--- config.mk ---
export PLATFORM = sky130hd
export DESIGN_NAME = seg7_scan_ctrl
export DESIGN_NICKNAME = d
export VERILOG_FILES = /design/src/rtl/seg7_pkg.sv /design/src/rtl/seg7_slot_timer.sv /design/src/rtl/seg7_scan_ctrl.sv
export SDC_FILE = /design/constraint.sdc
export NUM_CORES = 1
export LEC_CHECK = 0
export ABC_CLOCK_PERIOD_IN_PS = 6000
export BUFFER_PORTS_ARGS = -buffer_cell sky130_fd_sc_hd__buf_4
export CORE_MARGIN = 5
export CORE_UTILIZATION = 30
export DETAILED_ROUTE_END_ITERATION = 10
export HOLD_SLACK_MARGIN = 0.08
export PLACE_DENSITY = 0.52
export SETUP_SLACK_MARGIN = 0.2
export SLEW_MARGIN = 20
export SYNTH_ARGS = -nofsm -noshare
export SYNTH_HDL_FRONTEND = slang
export SYNTH_HIERARCHICAL = 1
export SYNTH_SLANG_ARGS = --single-unit
--- constraint.sdc ---
create_clock -name CLK -period 6 [get_ports CLK]
set_input_delay 0.9 -clock CLK [delete_from_list [all_inputs] [get_ports CLK]]
set_output_delay 0.9 -clock CLK [all_outputs]
set_load 0.01 [all_outputs]
--- src/rtl/seg7_pkg.sv ---
// Shared display constants and digit-index type for the scan controller, selector and decoder.
// Latency: none (types and constants only).
// Backpressure: not applicable.
package seg7_pkg;

    localparam int DIGITS = 4;
    localparam logic [DIGITS-1:0] AN_OFF = 4'b1111;

    typedef logic [1:0] digit_t;

    localparam digit_t LAST_DIGIT = 2'd3;

    // Active-low one-hot anode pattern that lights digit d.
    function automatic logic [DIGITS-1:0] an_onehot_low(digit_t d);
        return ~(4'b0001 << d);
    endfunction

endpackage

--- src/rtl/seg7_slot_timer.sv ---
// Per-digit slot counter; flags the last cycle of a slot and the blanking window of the next state.
// Latency: slot_end/in_blank are combinational from the registered count (and en).
// Backpressure: none; en low synchronously clears the count.
module seg7_slot_timer #(
    parameter int DIV   = 50000,
    parameter int BLANK = 500
) (
    input  logic clk,
    input  logic rst_n,
    input  logic en,
    output logic slot_end,
    output logic in_blank
);

    localparam int CW = $clog2(DIV);
    localparam logic [CW-1:0] LAST = CW'(DIV - 1);

    generate
        if (DIV < 2 || BLANK < 0 || BLANK >= DIV) begin : g_bad_params
            $error("seg7_slot_timer: need DIV >= 2 and 0 <= BLANK < DIV (DIV=%0d BLANK=%0d)", DIV, BLANK);
        end
    endgenerate

    logic [CW-1:0] cnt;
    logic [CW-1:0] cnt_next;

    always_comb begin
        cnt_next = '0;
        if (en && cnt != LAST) begin
            cnt_next = cnt + CW'(1);
        end
    end

    assign slot_end = (cnt == LAST);

    // Blanking is judged on the count that will be presented after this edge.
    generate
        if (BLANK == 0) begin : g_no_blank
            assign in_blank = 1'b0;
        end else begin : g_blank
            localparam logic [CW-1:0] BL = CW'(BLANK);
            assign in_blank = (cnt_next < BL);
        end
    endgenerate

    always_ff @(posedge clk or negedge rst_n) begin
        if (!rst_n) begin
            cnt <= '0;
        end else begin
            cnt <= cnt_next;
        end
    end

endmodule

--- src/rtl/seg7_scan_ctrl.sv ---
// 4-digit common-anode scan controller: digit select, active-low anodes with slot blanking, frame pulse.
// Latency: all outputs registered; AN reflects the SW/slot state presented in the same cycle.
// Backpressure: none; EN low darkens the display and parks the scan at digit 0.
module seg7_scan_ctrl
    import seg7_pkg::*;
#(
    parameter int DIV   = 50000,
    parameter int BLANK = 500
) (
    input  logic        CLK,
    input  logic        RST_N,
    input  logic        EN,
    input  logic [3:0]  ENA,
    output logic [1:0]  SW,
    output logic [3:0]  AN,
    output logic        FRAME
);

    logic   slot_end;
    logic   in_blank;
    digit_t sw_q;
    digit_t sw_next;
    logic [DIGITS-1:0] an_next;
    logic   frame_next;

    seg7_slot_timer #(
        .DIV   (DIV),
        .BLANK (BLANK)
    ) u_slot_timer (
        .clk      (CLK),
        .rst_n    (RST_N),
        .en       (EN),
        .slot_end (slot_end),
        .in_blank (in_blank)
    );

    // EN low overrides a coincident slot wrap: digit 0, no frame pulse.
    always_comb begin
        sw_next    = '0;
        frame_next = 1'b0;
        an_next    = AN_OFF;
        if (EN) begin
            sw_next    = slot_end ? digit_t'(sw_q + 2'd1) : sw_q;
            frame_next = slot_end && (sw_q == LAST_DIGIT);
            if (!in_blank && ENA[sw_next]) begin
                an_next = an_onehot_low(sw_next);
            end
        end
    end

    always_ff @(posedge CLK or negedge RST_N) begin
        if (!RST_N) begin
            sw_q  <= '0;
            AN    <= AN_OFF;
            FRAME <= 1'b0;
        end else begin
            sw_q  <= sw_next;
            AN    <= an_next;
            FRAME <= frame_next;
        end
    end

    assign SW = sw_q;

endmodule

==> run_results.csv <==
group,metric,value,unit
routing,first_iter_violations,55,
yosys,synth_area_leaders,"dfrtp_1 35%, dfstp_2 7.7%, nor2_1 6.8%",
worst_setup_path,crit_fanout,10,
placement,placed_area,0.00147,mm^2
power,power.density,181,mW/mm^2
worst_setup_path,reg2reg_depth,8,
cells_and_area,final_area,0.00151,mm^2
clocking,clk_latency,0.26,ns
yosys,yosys_warnings,6,
floorplan,die_h,77.7,um
clocking,postCtsSetupRepairBufs,0,
placement,dp_hpwl,2.06,mm
timing,max_freq,408,MHz
worst_setup_path,cp-start-kind,"flop",
power,leakagePower,0.584,nW
worst_setup_path,slowest_stage,"dfrtp_1",
clocking,cts_buffer_depth,2,
yosys,synth_edf_count,0,
yosys,synth_flop_cell,"dfrtp_1",
routing,wirelength,2.77,mm
floorplan,die_width,77.7,um
global_route,grt_usage,0.0964,
yosys,netlist_area,0.00137,mm^2
worst_setup_path,cp_top_family,"compound AO/OA/AOI/OAI gates",
timing,worst_pin_slew,0.627,ns
routing,postRouteAntennaNets,0,
routing,avgRoutedWirePerCell,13.8,um
clocking,holdBufCountCts,0,
worst_setup_path,reg2reg_slack,3.55,ns
timing,fin_worst_skew,0.00438,ns
worst_setup_path,cp.arrival,2.63,ns
placement,gp_congestion,0.832,
clocking,clk_pin_slew,0.09,ns
routing,drt-pass1-iter-count,5,
yosys,avgSynthCellArea,9.67,um^2
cells_and_area,final_cell_mix,"25 x nor2_1, 19 x dfrtp_1, 13 x buf_4",
timing,finalCriticalPeriod,2.45,ns
cells_and_area,nNetsFinal,159,
yosys,yosysTopAreaCell,"dfrtp_1",
cells_and_area,layout_commonest_cell,"nor2_1",
timing,slew-limit-headroom,0.582,
yosys,async_flop_share,1.00,
floorplan,start_util,0.313,
worst_setup_path,max_stage_delay,0.48,ns
clocking,cts_htree_levels,1,
clocking,cts_root_buffer,"clkbuf_8",
clocking,postCtsResizedCells,0,
worst_setup_path,critical_path_class,"reg2reg",
run_status,status,"finished, final reports clean",
global_route,grt_max_degree,24,
floorplan,rows,24,
worst_setup_path,r2r-start,"u_slot_timer/cnt[0]",
timing,setup-violations-final,0,
yosys,ys_types,48,
timing,drv_slew,0,
hold_path,hold_path.class,"in2async",
global_route,grt_pass1_vias,995,
placement,io_buffers,13,
yosys,synth_top_area_share,0.346,
yosys,yosysSeqAreaShare,0.423,
global_route,antenna_found_initial,0,
clocking,cts-buffers-inserted,3,
timing,rsz0062_at_grt,"false",
floorplan,coreArea,0.00438,mm^2
floorplan,num_io_pins,14,
cells_and_area,syn_to_final_growth,10.1,%
global_route,grt_pass1_wl,4.76,mm
routing,vias,1015,
clocking,cts_tree,"yes",
cells_and_area,drive_above_1_share,0.188,
worst_setup_path,worstReg2RegEnd,"AN[1]",
worst_setup_path,worstPathRequired,6.18,ns
worst_setup_path,crit_path_end_kind,"flop",
power,worst_ir_drop_vdd,0.0653,mV
yosys,ys_ff_latch,23,
routing,viasPerCell,5.05,
clocking,cts.sinks,23,
flow_run,drv_cap,0,
power,p_total,275,uW
yosys,syn_nets,151,
worst_setup_path,crit_chain,"ha_1, nand3_4, a311oi_1, a21oi_1, a2111o_1, a41o_1, nor2b_1, nand4_1",
timing,hold_slack,0.519,ns
floorplan,die_area,0.00603,mm^2
cells_and_area,antenna_cells,0,
global_route,grt-ovfl-total,0,
yosys,synth_cells,142,
timing,setup_tns,0,ns
timing,final-hold-violation-count,0,
timing,fin_crit_sh,0.408,
worst_setup_path,path_buf_inv,0,
routing,drc,0,
-- worst max-delay path by stage --
stage	endpoint	from	slack [ns]	cells after the start
2_1_floorplan	AN[0]	u_slot_timer/cnt[0]	3.82	8
3_3_place_gp	AN[1]	u_slot_timer/cnt[0]	3.68	8
3_5_place_dp	AN[1]	u_slot_timer/cnt[0]	3.56	8
4_1_cts	AN[1]	u_slot_timer/cnt[0]	3.53	8
5_1_grt	AN[0]	u_slot_timer/cnt[0]	3.26	8
6_report	AN[1]	u_slot_timer/cnt[0]	3.55	8
-- per-layer routing --
layer	share of wire	GRT usage	vias up
met4	0.012	0.0412	0
met2	0.50	0.159	14
met5	0	0	-
met1	0.47	0.125	489
li1	-	-	510
met3	0.026	0.0139	2
-- through the flow --
stage	worst slack [ns]	utilization	std cells
2_1_floorplan	3.82	-	142
3_3_place_gp	3.68	0.335	197
3_5_place_dp	3.56	0.335	197
4_1_cts	3.53	0.345	201
5_1_grt	3.26	0.345	201
6_report	3.55	0.345	201
-- state kept, by name, indices dropped and copies added, names as in the netlist --
name and count:
u_slot_timer/cnt 16, AN 4, FRAME 1, SW 2
-- logic make-up (layout without fill, tap and decap cells) --
kind of cell / after synthesis / count (layout) / synth area share
AOI/OAI and AO/OA: 17 / 17 / 0.0956
DFF: 23 / 23 / 0.423
and+or+nand+nor: 64 / 64 / 0.252
buffers and inverters: 14 / 21 / 0.0610
muxes: 6 / 6 / 0.0483
xor gates and xnor gates: 16 / 16 / 0.102
adders and majority gates: 2 / 2 / 0.0182
-- layout make-up --
class | instances | area [um^2]
fill | 449 | 2870
multi-input combinational | 105 | 709
sequential | 23 | 581
timing repair buffer | 13 | 97.6
tap | 52 | 65.1
clock buffer | 4 | 45.0
inverter | 4 | 15.0
-- synth_stat cells (2+ instances only) --
cell type / count
a21oi_1: 5
buf_2: 3
buf_4: 2
clkbuf_2: 2
dfrtp_1: 19
dfstp_2: 4
ha_1: 2
inv_1: 4
mux2i_1: 4
nand2_1: 6
nand3_1: 7
nand4_1: 8
nor2_1: 25
nor2b_1: 2
nor3_1: 2
xnor2_1: 8
xor2_1: 8
-- power by group --
| group | switching (mW) | total, mW | internal (mW) | leakage [nW] |
|---|---|---|---|---|
| Sequential | 0.00356 | 0.160 | 0.157 | 0.305 |
| Combinational | 0.00955 | 0.0162 | 0.00668 | 0.256 |
| Clock | 0.0507 | 0.0981 | 0.0474 | 0.0228 |
-- worst reg2reg max path: cells and delay by family (launching register included) --
family                   cells  cell delay, ns
flip-flops                   1            0.48
adder cells (fa/ha/maj)      1            0.37
AO/OA/AOI/OAI                4            0.99
AND/OR/NAND/NOR              3            0.51
(Power assumes the default switching activity.)
